`config.mk`:
```
export PLATFORM = sky130hd
export DESIGN_NAME = syscnt_pwm
export DESIGN_NICKNAME = d
export VERILOG_FILES = /design/src/rtl/syscnt_pwm.sv
export SDC_FILE = /design/constraint.sdc
export NUM_CORES = 1
export LEC_CHECK = 0
export ABC_CLOCK_PERIOD_IN_PS = 3700
export BUFFER_PORTS_ARGS = -buffer_cell sky130_fd_sc_hd__buf_2
export CORE_ASPECT_RATIO = 0.7
export CORE_UTILIZATION = 57
export DETAILED_ROUTE_END_ITERATION = 8
export GPL_TIMING_DRIVEN = 1
export HOLD_SLACK_MARGIN = 0.02
export PLACE_DENSITY = 0.88
export SLEW_MARGIN = 10
export SYNTH_ARGS = -nofsm -noshare
export SYNTH_HDL_FRONTEND = slang
export SYNTH_SLANG_ARGS = --single-unit
```
`constraint.sdc`:
```
create_clock -name clk -period 3.7 [get_ports clk]
set_clock_uncertainty 0.2 [all_clocks]
set_input_delay 0.37 -clock clk [delete_from_list [all_inputs] [get_ports clk]]
set_output_delay 0.37 -clock clk [all_outputs]
set_load 0.01 [all_outputs]
```
`src/rtl/syscnt_pwm.sv`:
```
// syscnt_pwm
//   Follows the free-running counter from vlg_design. It flags every wrap
//   from all-ones back to zero and counts completed periods. It also checks
//   that the counter only holds or steps by +1, and drives a PWM output. The
//   PWM duty is loaded through a valid/ready handshake and only changes on a
//   period boundary.
//
// Ports
//   clk         system clock, rising edge
//   rst_n       synchronous active-low reset
//   syscnt      counter value being tracked (CNT_W bits)
//   duty_in     requested high-count per period, 0..2^CNT_W (saturates above)
//   duty_valid  duty_in is valid
//   duty_ready  block can accept a duty value
//   pwm_out     registered PWM output
//   wrap_pulse  one-cycle pulse after each wrap to zero
//   period_cnt  completed wraps, modulo 2^PCNT_W
//   seq_err     sticky illegal-step flag
//   err_clr     clears seq_err (a new error in the same cycle wins)
module syscnt_pwm #(
  parameter int CNT_W  = 4,
  parameter int PCNT_W = 8
) (
  input  logic              clk,
  input  logic              rst_n,
  input  logic [CNT_W-1:0]  syscnt,
  input  logic [CNT_W:0]    duty_in,
  input  logic              duty_valid,
  output logic              duty_ready,
  output logic              pwm_out,
  output logic              wrap_pulse,
  output logic [PCNT_W-1:0] period_cnt,
  output logic              seq_err,
  input  logic              err_clr
);

  localparam logic [CNT_W-1:0] CNT_MAX  = '1;
  localparam logic [CNT_W:0]   DUTY_MAX = {1'b1, {CNT_W{1'b0}}};

  logic [CNT_W-1:0] syscnt_d;
  logic             primed;
  logic [CNT_W:0]   duty_act;
  logic [CNT_W:0]   duty_pend;
  logic             pending;

  logic             wrap;
  logic             step_ok;
  logic             transfer;
  logic [CNT_W:0]   duty_sat;
  logic [CNT_W:0]   duty_eff;
  logic [CNT_W-1:0] syscnt_inc;

  // The checks compare against the previous sample. They stay disabled until
  // one sample has been taken after reset, so that release never looks like a wrap.
  always_comb begin
    syscnt_inc = syscnt_d + 1'b1;
    wrap       = primed && (syscnt_d == CNT_MAX) && (syscnt == '0);
    step_ok    = (syscnt == syscnt_d) || (syscnt == syscnt_inc);
    duty_ready = rst_n & ~pending;
    transfer   = duty_valid & duty_ready;
    duty_sat   = (duty_in > DUTY_MAX) ? DUTY_MAX : duty_in;
    // A pending duty is applied on the wrap sample itself, so the new value
    // already governs the zero sample of its first period.
    duty_eff   = (wrap && pending) ? duty_pend : duty_act;
  end

  // Counter tracking, wrap pulse and period count.
  always_ff @(posedge clk) begin
    if (!rst_n) begin
      syscnt_d   <= '0;
      primed     <= 1'b0;
      wrap_pulse <= 1'b0;
      period_cnt <= '0;
    end else begin
      syscnt_d   <= syscnt;
      primed     <= 1'b1;
      wrap_pulse <= wrap;
      if (wrap)
        period_cnt <= period_cnt + 1'b1;
    end
  end

  // Sticky sequence error. Setting takes priority over clearing.
  always_ff @(posedge clk) begin
    if (!rst_n)
      seq_err <= 1'b0;
    else if (primed && !step_ok)
      seq_err <= 1'b1;
    else if (err_clr)
      seq_err <= 1'b0;
  end

  // One-entry duty holding register. A transfer can only happen while
  // pending is clear, so it never collides with an apply on the same wrap.
  always_ff @(posedge clk) begin
    if (!rst_n) begin
      duty_pend <= '0;
      duty_act  <= '0;
      pending   <= 1'b0;
    end else if (transfer) begin
      duty_pend <= duty_sat;
      pending   <= 1'b1;
    end else if (wrap && pending) begin
      duty_act  <= duty_pend;
      pending   <= 1'b0;
    end
  end

  // PWM compare. The counter is zero-extended so that the full-scale duty
  // gives a constant high output.
  always_ff @(posedge clk) begin
    if (!rst_n)
      pwm_out <= 1'b0;
    else
      pwm_out <= primed && ({1'b0, syscnt} < duty_eff);
  end

endmodule
```
# Word-level counts from Yosys, hierarchy flattened
# Cells that the tools add are included.
# totals
elab_cells	36
output_inout_bits	12
mem_bits_ro	0
latch_bits	0
register_bits	27
inputBits	13
n_memories	0
ram_bits	0
# classes
shift	0
reduce_logical	10
n_mux	7
multipliers	0
order_cmp	2
div	0
bitwise_logic	3
add_sub_neg	2
n_eq_ne	3
# op_table
cell	n
$mux W5	2
$add A8 B1 Y8 const B	1
$eq A4 B4 Y1	2
$gt A5 B5 Y1 const B	1
$logic_and A1 B1 Y1	5
$lt A4 B5 Y1	1
$mux W1	5
$add A4 B1 Y4 const B	1
$eq A4 B4 Y1 const B	1
$logic_not A4 Y1	1
$reduce_bool A2 Y1	2
$and A1 B1 Y1	2
$logic_not A1 Y1	1
$logic_or A1 B1 Y1	1
$not A1 Y1	1

# Longest topological paths before layout
# Gate-level depths: netlist (run 1).
# logic_depth
ltp_word	7
ltp_mapped	8
depth_no_buf	8

# Worst setup path after synthesis (run 1)
# Ideal clock, no wire load.
# synth_path
path_kind	register to register
startpoint	register syscnt_d[0]
endpoint	register pwm_out
required_time_ns	3.425
n_path_buf	0
t_arrival_ns	1.997
stages_incl_launch_ff	9
period_less_slack_ns	2.272
path_slack_ns	1.428
setup_ns	0.075
cell_sequence	dfxtp_1 ha_1 and4bb_1 nand3_2 mux2i_1 ha_1 a21o_1 a211o_1 o22ai_1
# synth_between
elab_chain_cells	7
# synth_lines
item	line_no	rtl
start: declaration	40	logic [CNT_W-1:0] syscnt_d;
start signal: assignment	75	syscnt_d <= syscnt;
$eq A4 B4 Y1	57	wrap = primed && (syscnt_d == CNT_MAX) && (syscnt == '0);
$logic_and A1 B1 Y1 (2 in series)	57	
$logic_and A1 B1 Y1	64	duty_eff = (wrap && pending) ? duty_pend : duty_act;
$mux W5	--	
$lt A4 B5 Y1	115	pwm_out <= primed && ({1'b0, syscnt} < duty_eff);
$logic_and A1 B1 Y1	115	
end signal: assignment	115	
end: declaration	30	output logic pwm_out,
# No other way between the ends.
# A chain may end at the register's enable or synchronous reset.

# Worst setup path after layout (run 1)
# layout_path
startpoint	register syscnt_d[1]
endpoint	register pwm_out
# The elaborated chain is that of the path after synthesis.

==> results_dict.tcl, run 1 <==
set metrics [dict create \
    power_uw 482 \
    avgSynthCellArea_um2 9.89 \
    cp.depth 8 \
    finalHoldViolations 0 \
    io_pins 25 \
    tns_ns 0 \
    rsz0062_at_grt "false" \
    yosysWarnings 0 \
    initial_utilization_pct 60.2 \
    wl_um 2500 \
    worst_r2r_path_depth 8 \
    ys_seq_area_share_pct 41.7 \
    vias_per_cell 5.46 \
    worstMarginPinSlew_ns 0.511 \
    gp_congestion 0.828 \
    cts_tree "yes" \
    drt-initial-drc-count 21 \
    post-place-cells 182 \
    critPathLaunchType "register" \
    crit_chain "ha_1 -> and4bb_1 -> nand3_2 -> mux2i_1 -> ha_1 -> a21o_1 -> a211o_1 -> o22ai_1" \
    postCtsHoldBufs 1 \
    worstSetupPathType "reg -> reg" \
    cts.htree.levels 1 \
    syn2layout_area_growth_pct 13.7 \
    critPathMaxStageDelay_ns 0.40 \
    clk_pin_slew_ns 0.14 \
    synth_cell_types 33 \
    seqPwrFrac_pct 63.3 \
    cp.required_ns 3.77 \
    n_antenna_cell 0 \
    cts.sinks 27 \
    synth_cells 131 \
    vias 1021 \
    sw_frac_of_total_pct 24.5 \
    setup_viol 0 \
    status "finished clean" \
    final_nets 174 \
    dominantRegCellSynth "dfxtp_1" \
    r2r_end "pwm_out$_SDFF_PN0_" \
    core_um2 2150 \
    cts_buffers 3 \
    grt_pass1_vias 911 \
    period_share_pct 69.4 \
    clk_latency_ns 0.33 \
    dpl_worst_slack_ns 1.19 \
    dieArea_um2 2470 \
    power_per_cell_area_nw_per_um2 327 \
    leakage_nw 0.647 \
    dpl-instance-area_um2 1440 \
    fmax_ghz 0.389 \
    whs_ns 0.0954 \
    drv_slew 0 \
    layout-drive-gt1-share_pct 22.6 \
    yosys-top-cells-count "dfxtp_1 (27), nand2_1 (14), and2_1 (11)" \
    fin_cells 187 \
    r2r_slack_ns 1.13 \
    period_minus_slack_ns 2.57 \
    clockRootBuffer "clkbuf_4" \
    grt_usage_pct 23.2 \
    die_x_um 59.0 \
    r2r_start "syscnt_d[1]$_SDFF_PN0_" \
    cp_num_buf_inv 0 \
    worstPathArrival_ns 2.64 \
    holdCritPathClass "in -> reg" \
    endpoint_kind "register" \
    synth_most_common_cell "dfxtp_1" \
    dieHeight_um 41.9 \
    syn-num-nets 149 \
    grt.overflow.total 0 \
    internal_power_uw 364 \
    synth-edff-count 0 \
    grt_max_degree 30 \
    grt_pass1_wl_um 4350 \
    min_path_cells 3 \
    avgRoutedWirePerCell_um 13.3 \
    crit_family "adder cells" \
    setup_slack_ns 1.13 \
    cts_resized 0 \
    crit_top_cell "ha_1" \
    cap_violations 0 \
    slew_headroom_pct 65.5 \
    synth_area_leader_cell "dfxtp_1" \
    dr.pass1.iters 5 \
    power_switching_uw 118 \
    port_buffers 24 \
    cp_max_fo 5 \
    final_core_util_pct 68.4 \
    synth-async-reset-ratio_pct 0 \
    combPwrFrac_pct 10.3 \
    ir_drop_v 0.000265 \
    clk_path_buf_depth 2 \
    ant_nets 0 \
    crit_slowest_cell "dfxtp_1" \
    hold_end "duty_pend[4]$_SDFFE_PN0P_" \
    synth_seq_cells 27 \
    nFillCells 166 \
    synth_top_area_share_pct 41.7 \
    synth.area.top_cells "dfxtp_1 (42%), xor2_1 (5.4%), and2_1 (5.3%), ha_1 (4.8%), a21boi_1 (4.1%)" \
    post_cts_buffers 0 \
    antenna_found_initial 0 \
    dpl.hpwl_um 1890 \
    hp-start "duty_in[4]" \
    pwr-share-clk_pct 26.4 \
    synthesis.area_um2 1300 \
    fin_area_um2 1470 \
    rows 14 \
    drc_errors 0 \
]
worst reg2reg max path, delay by kind of cell (launching register included):
family                   cells  cell delay, ns
adder cells (fa/ha/maj)      2            0.59
AO/OA/AOI/OAI                3            0.56
AND/OR/NAND/NOR              2            0.47
flip-flops                   1            0.40
multiplexers                 1            0.28
state kept, by name (all words and copies together) (netlist names):
signal and count:
wrap_pulse 1, pending 1, duty_act 5, period_cnt 8
pwm_out 1, syscnt_d 4, duty_pend 5, primed 1
seq_err 1
final cells by class:
| type | count | area [um2] | area share, % |
|---|---|---|---|
| sequential | 27 | 541 | 36.7 |
| multi-input combinational | 99 | 736 | 49.9 |
| clock inverter | 1 | 5.00 | 0.340 |
| tap | 32 | 40.0 | 2.72 |
| clock buffer | 3 | 22.5 | 1.53 |
| timing repair buffer | 25 | 130 | 8.83 |
layout by cell type (no fill, tap or decap):
master,netlist,layout
a21oi_1,2,2
dlygate4sd3_1,0,1
and2_1,11,11
nand3_2,1,1
a21boi_1,7,7
xnor2_1,6,6
dfxtp_1,27,27
nor2b_1,6,6
buf_2,1,24
nor2_2,1,1
nand3_1,7,7
nand2b_1,2,2
mux2i_1,4,4
nand3b_1,4,4
o21ai_1,1,1
and4bb_1,1,1
clkinv_2,0,1
and3_1,1,1
a211o_1,1,1
nand4_1,1,1
o22ai_1,2,2
nor4_2,3,3
a21o_1,1,1
o21ai_0,1,1
and4bb_2,1,1
nand4bb_1,1,1
clkbuf_4,0,3
and4b_1,1,1
nand4bb_4,1,1
ha_1,5,5
nor3_1,3,3
xor2_1,8,8
o311ai_0,1,1
a311oi_1,1,1
nand2_1,14,14
layer usage:
metal | track usage (%) | part of all wire (%) | up-vias | routed length, um
li1 | - | - | 512 | -
met4 | 3.33 | 0.52 | 0 | 13
met1 | 35.7 | 50 | 483 | 1250
met2 | 32.3 | 44 | 24 | 1110
met5 | 0 | 0 | - | 0
met3 | 7.17 | 5.0 | 2 | 126
power groups by stage:
stage	Combinational [mW]	Sequential, mW	Clock (mW)
after floorplan	0.0326	0.309	0
after global placement	0.0459	0.311	0
after detailed placement	0.0485	0.312	0
after CTS	0.0496	0.305	0.129
after global routing	0.0557	0.306	0.143
final	0.0496	0.305	0.127
logic make-up (layout without fill, tap and decap cells):
kind of cell,after synthesis,after routing,synth area share (%)
buffers and inverters,5,29,1.54
AO/OA/AOI/OAI,17,17,9.17
AND/OR/NAND/NOR,59,59,30.2
XOR/XNOR,14,14,9.46
adder cells (fa/ha/maj),5,5,4.83
flip-flops,27,27,41.7
multiplexers,4,4,3.09
worst max-delay path by stage:
| stage | startpoint | to | slack, ns |
|---|---|---|---|
| 2_1_floorplan | syscnt_d[0]$_SDFF_PN0_ | pwm_out$_SDFF_PN0_ | 1.43 |
| 3_3_place_gp | syscnt_d[0]$_SDFF_PN0_ | pwm_out$_SDFF_PN0_ | 1.35 |
| 3_5_place_dp | syscnt_d[1]$_SDFF_PN0_ | pwm_out$_SDFF_PN0_ | 1.19 |
| 4_1_cts | syscnt_d[1]$_SDFF_PN0_ | pwm_out$_SDFF_PN0_ | 1.15 |
| 5_1_grt | syscnt_d[1]$_SDFF_PN0_ | pwm_out$_SDFF_PN0_ | 1.03 |
| 6_report | syscnt_d[1]$_SDFF_PN0_ | pwm_out$_SDFF_PN0_ | 1.13 |
No activity file was read; power rests on OpenSTA's default activity.
==> run 2, diff against run 1 <==
--- a/config.mk
+++ b/config.mk
@@ -5,14 +5,14 @@
 export SDC_FILE = /design/constraint.sdc
 export NUM_CORES = 1
 export LEC_CHECK = 0
-export ABC_CLOCK_PERIOD_IN_PS = 3700
+export ABC_CLOCK_PERIOD_IN_PS = 2200
 export BUFFER_PORTS_ARGS = -buffer_cell sky130_fd_sc_hd__buf_2
 export CORE_ASPECT_RATIO = 0.7
-export CORE_UTILIZATION = 57
+export CORE_UTILIZATION = 48
 export DETAILED_ROUTE_END_ITERATION = 8
 export GPL_TIMING_DRIVEN = 1
 export HOLD_SLACK_MARGIN = 0.02
-export PLACE_DENSITY = 0.88
+export PLACE_DENSITY = 0.8
 export SLEW_MARGIN = 10
 export SYNTH_ARGS = -nofsm -noshare
 export SYNTH_HDL_FRONTEND = slang
==> constraint.sdc (replaced) <==
create_clock -name clk -period 2.2 [get_ports clk]
set_clock_uncertainty 0.2 [all_clocks]
set_input_delay 0.22 -clock clk [delete_from_list [all_inputs] [get_ports clk]]
set_output_delay 0.22 -clock clk [all_outputs]
set_load 0.01 [all_outputs]
==> results_dict.tcl, run 2 (synthesis results as in run 1) <==
set metrics [dict create \
    hp-start "duty_in[1]" \
    crit_chain "ha_4 -> and4bb_2 -> nand3_4 -> buf_6 -> mux2i_4 -> ha_4 -> nand3_2 -> a311oi_2 -> o22ai_1" \
    gp_congestion 0.771 \
    dieHeight_um 45.5 \
    drt-initial-drc-count 46 \
    min_path_cells 3 \
    largest_register_ffs 8 \
    dpl.hpwl_um 2070 \
    fmax_ghz 0.447 \
    cts.htree.levels 1 \
    cp.required_ns 2.15 \
    crit_slowest_cell "dfxtp_2" \
    grt_max_degree 30 \
    dr.pass1.iters 4 \
    r2r_end "pwm_out$_SDFF_PN0_" \
    core_um2 2510 \
    layout_commonest_cell "dfxtp_1" \
    period_minus_slack_ns 2.24 \
    hold_end "duty_pend[1]$_SDFFE_PN0P_" \
    n_antenna_cell 0 \
    vias 1114 \
    drc_errors 0 \
    reg.largest.list "period_cnt x8, duty_act x5, duty_pend x5" \
    clk_latency_ns 0.27 \
    nFillCells 198 \
    worstSetupPathType "reg -> reg" \
    rsz0062_at_grt "true" \
    critPathLaunchType "register" \
    critPathMaxStageDelay_ns 0.37 \
    syn2layout_area_growth_pct 34.9 \
    period_share_pct 102 \
    slew_headroom_pct 72.0 \
    power_switching_uw 211 \
    crit_top_cell "ha_4" \
    status "finished, violations left" \
    ff_latch_area_um2 546 \
    wl_um 2960 \
    dieArea_um2 2920 \
    multi_input_area_um2 817 \
    layout_common_cells "dfxtp_1 (25), buf_2 (24), nand2_1 (14), buf_4 (14), and2_1 (11)" \
    leakage_nw 0.745 \
    port_buffers 24 \
    endpoint_kind "register" \
    rows 15 \
    drv_slew 0 \
    internal_power_uw 690 \
    finalHoldViolations 0 \
    worstMarginPinSlew_ns 0.418 \
    final_nets 194 \
    clk_path_buf_depth 2 \
    pwr-share-clk_pct 30.4 \
    grt_usage_pct 22.0 \
    die_x_um 64.1 \
    worst_r2r_path_depth 9 \
    grt_pass1_wl_um 4760 \
    cts_buffers 3 \
    cap_violations 0 \
    cp_max_fo 3 \
    whs_ns 0.0298 \
    top_register "period_cnt" \
    setup_slack_ns -0.0381 \
    power_per_cell_area_nw_per_um2 515 \
    initial_utilization_pct 51.5 \
    avgRoutedWirePerCell_um 14.2 \
    grt.overflow.total 0 \
    worstPathArrival_ns 2.19 \
    antenna_found_initial 0 \
    combPwrFrac_pct 12.9 \
    r2r_start "syscnt_d[0]$_SDFF_PN0_" \
    clockRootBuffer "clkbuf_8" \
    r2r_slack_ns -0.04 \
    tns_ns -0.0381 \
    io_pins 25 \
    clk_pin_slew_ns 0.09 \
    dpl_worst_slack_ns -0.143 \
    setup_viol 1 \
    cts.sinks 27 \
    ant_nets 0 \
    worstSetupStartpoint "syscnt_d[0]$_SDFF_PN0_" \
    layout-drive-gt1-share_pct 34.9 \
    ir_drop_v 0.000355 \
    seqPwrFrac_pct 56.7 \
    grt_pass1_vias 1055 \
    sw_frac_of_total_pct 23.4 \
    cts_tree "yes" \
    violations "negative setup slack" \
    holdCritPathClass "in -> reg" \
    vias_per_cell 5.33 \
]
-- run 2: changes by cell type in the layout (fill, tap and decap cells not counted), sizes merged --
cell,before,now
buf,24,40
dlygate4sd3,1,5
-- run 2: worst max-delay path, delay by kind of cell, from the launching register on --
family / cells / cell delay, ns
AND/OR/NAND/NOR: 3 / 0.46
adder cells (fa/ha/maj): 2 / 0.42
flip-flops: 1 / 0.37
AO/OA/AOI/OAI: 2 / 0.35
multiplexers: 1 / 0.19
buffers and inverters: 1 / 0.15
-- run 2: how the worst max path moves through the flow --
stage                                    end  slack, ns  cells past startpoint
after floorplan           pwm_out$_SDFF_PN0_       0.02                      8
after global placement    pwm_out$_SDFF_PN0_       0.04                      9
after global routing      pwm_out$_SDFF_PN0_      -0.12                      9
final                     pwm_out$_SDFF_PN0_      -0.04                      9
after detailed placement  pwm_out$_SDFF_PN0_      -0.14                      8
after CTS                 pwm_out$_SDFF_PN0_      -0.02                      9
-- run 2: final cells by class --
type	instances	share of cell area, %
multi-input combinational	99	46.7
sequential	27	31.2
timing repair buffer	45	17.0
tap	34	2.43
clock buffer	3	2.36
clock inverter	1	0.286
-- run 2: repair_timing --
action | in CTS | in global routing
pin swaps | 5 | 6
setup buffers | 4 | 1
hold buffers | 5 | 0
gates resized for setup | 5 | 8
endpoints found under the hold margin | 5 | 0
endpoints found under the setup margin | 1 | 1
-- run 2: metal layers --
layer  part of all wire (%)  vias up  GRT usage (%)
met5                      0        -              0
met4                   0.78        0           5.78
met3                    4.2        2           5.00
met2                     52       32           41.9
met1                     43      530           25.5
li1                       -      550              -
-- run 2: power by group through the flow --
| stage | sequential (mW) | combinational [mW] | clock, mW |
|---|---|---|---|
| after global placement | 0.521 | 0.0935 | 0 |
| final | 0.511 | 0.116 | 0.274 |
| after CTS | 0.510 | 0.111 | 0.284 |
| after detailed placement | 0.522 | 0.0993 | 0 |
| after floorplan | 0.522 | 0.0561 | 0 |
| after global routing | 0.512 | 0.128 | 0.300 |
-- run 2: through the flow --
stage	util (%)	instance area (um2)	power (mW)	std cells
floorplan	-	1310	0.578	131
global placement	61.1	1540	0.614	195
finish	69.6	1750	0.901	209
CTS	66.9	1680	0.905	208
detailed placement	61.1	1540	0.621	195
global route	69.6	1750	0.940	209
==> run 3, diff against run 2 <==
==> constraint.sdc (replaced) <==
create_clock -name clk -period 2.2 [get_ports clk]
set_clock_uncertainty 0.2 [all_clocks]
set_input_delay 0.11 -clock clk [delete_from_list [all_inputs] [get_ports clk]]
set_output_delay 0.11 -clock clk [all_outputs]
set_load 0.01 [all_outputs]
==> results_dict.tcl, run 3 (synthesis results as in run 1) <==
set metrics [dict create \
    status "finished, violations left" \
    violations "negative setup slack" \
    antenna_found_initial 0 \
    clockRootBuffer "clkbuf_8" \
    period_share_pct 104 \
    vias_per_cell 5.10 \
    clk_latency_ns 0.27 \
    layout-drive-gt1-share_pct 30.9 \
    leakage_nw 0.773 \
    cp.required_ns 2.15 \
    gp_congestion 0.773 \
    wl_met1_um 1330 \
    critPathLaunchType "register" \
    top_layer "met4" \
    holdCritPathClass "in -> reg" \
    r2r_end "pwm_out$_SDFF_PN0_" \
    layout_common_cells "dfxtp_1 (25), buf_2 (24), nand2_1 (14)" \
    avgRoutedWirePerCell_um 13.7 \
    pwr-share-clk_pct 30.6 \
    dieArea_um2 2920 \
    grt.overflow.total 0 \
    combPwrFrac_pct 13.1 \
    hold_end "pwm_out$_SDFF_PN0_" \
    grt_usage_pct 22.6 \
    cts_tree "yes" \
    whs_ns 0.129 \
    cap_violations 0 \
    reg.largest.list "period_cnt x8, duty_act x5, duty_pend x5" \
    rsz0062_at_grt "true" \
    internal_power_uw 693 \
    n_antenna_cell 0 \
    drt-initial-drc-count 39 \
    core_um2 2510 \
    cts_buffers 3 \
    endpoint_kind "register" \
    hp-start "syscnt[3]" \
    dr.pass1.iters 4 \
    power_uw 904 \
    finalHoldViolations 0 \
    wl_um 2950 \
    cts.htree.levels 1 \
    route.met2.wl_um 1490 \
    r2r_start "syscnt_d[1]$_SDFF_PN0_" \
    cts.sinks 27 \
    io_pins 25 \
    fin_area_um2 1770 \
    power_switching_uw 211 \
    clk_pin_slew_ns 0.09 \
    ant_nets 0 \
    min_path_cells 4 \
    vias 1096 \
    rows 15 \
    worst_r2r_path_depth 9 \
    setup_viol 1 \
    port_buffers 24 \
    top_register "period_cnt" \
    power_per_cell_area_nw_per_um2 512 \
    final_nets 200 \
    drc_errors 0 \
    grt_pass1_vias 1024 \
    initial_utilization_pct 51.5 \
    drv_slew 0 \
    grt_pass1_wl_um 4840 \
    dpl-instance-area_um2 1510 \
    die_x_um 64.1 \
    layout_commonest_cell "dfxtp_1" \
    grt_max_degree 30 \
    fmax_ghz 0.438 \
    syn2layout_area_growth_pct 36.2 \
    r2r_slack_ns -0.09 \
    final_core_util_pct 70.2 \
    seqPwrFrac_pct 56.3 \
    slew_headroom_pct 69.8 \
    setup_slack_ns -0.0850 \
    period_minus_slack_ns 2.29 \
    ir_drop_v 0.000360 \
    wl_met3_um 100 \
    dpl.hpwl_um 2090 \
    sw_frac_of_total_pct 23.3 \
    cp_max_fo 3 \
    largest_register_ffs 8 \
    clk_path_buf_depth 2 \
    worstMarginPinSlew_ns 0.450 \
    worstSetupPathType "reg -> reg" \
    worstPathArrival_ns 2.24 \
    dieHeight_um 45.5 \
]
## run 3: metal layers
layer  vias up  global-route usage, %
met1       508                   27.0
met5         -                      0
met2        25                   41.7
met4         0                   5.33
li1        559                      -
met3         4                   6.00
## run 3: how the worst max path moves through the flow
| stage | end | cells after the start | slack (ns) | startpoint |
|---|---|---|---|---|
| 2_1_floorplan | pwm_out$_SDFF_PN0_ | 8 | 0.02 | syscnt_d[1]$_SDFF_PN0_ |
| 5_1_grt | pwm_out$_SDFF_PN0_ | 9 | -0.12 | syscnt_d[1]$_SDFF_PN0_ |
| 3_5_place_dp | pwm_out$_SDFF_PN0_ | 8 | -0.17 | syscnt_d[1]$_SDFF_PN0_ |
| 3_3_place_gp | pwm_out$_SDFF_PN0_ | 9 | 0.04 | syscnt_d[1]$_SDFF_PN0_ |
| 6_report | pwm_out$_SDFF_PN0_ | 9 | -0.09 | syscnt_d[1]$_SDFF_PN0_ |
| 4_1_cts | pwm_out$_SDFF_PN0_ | 9 | -0.03 | syscnt_d[1]$_SDFF_PN0_ |
## run 3: timing repair
action / CTS / global route
endpoints found under the setup margin: 1 / 1
gates resized for setup: 7 / 0
pin swaps: 6 / 3
hold buffers: 13 / 0
endpoints found under the hold margin: 12 / 0
buffers inserted: 5 / 1
## run 3: cell type report
| class | count | area (um2) |
|---|---|---|
| clock inverter | 1 | 5.00 |
| timing repair buffer | 51 | 359 |
| tap | 34 | 42.5 |
| sequential | 27 | 548 |
| fill | 195 | 749 |
| multi-input combinational | 99 | 769 |
| clock buffer | 3 | 41.3 |
## run 3: power by group through the flow
stage	registers (mW)	clock network [mW]	logic [mW]
6_report	0.509	0.277	0.119
5_1_grt	0.510	0.302	0.131
4_1_cts	0.508	0.285	0.117
3_5_place_dp	0.522	0	0.0946
3_3_place_gp	0.521	0	0.0896
2_1_floorplan	0.522	0	0.0561
## run 3: stage by stage
| stage | std cells | setup TNS [ns] | setup WS (ns) |
|---|---|---|---|
| CTS | 214 | -0.0281 | -0.0281 |
| global placement | 192 | 0 | 0.0363 |
| detailed placement | 192 | -0.167 | -0.167 |
| finish | 215 | -0.0850 | -0.0850 |
| floorplan | 131 | 0 | 0.0238 |
| global route | 215 | -0.122 | -0.122 |
## run 3: critical path, stage by stage, from the launching register on
cell and delay, ns:
dfxtp_4 0.37, ha_4 0.13, and4bb_1 0.24, nand3_2 0.16, mux2i_2 0.21, ha_1 0.31, buf_4 0.12, nand3_2 0.07
a311oi_2 0.23, o22ai_2 0.13
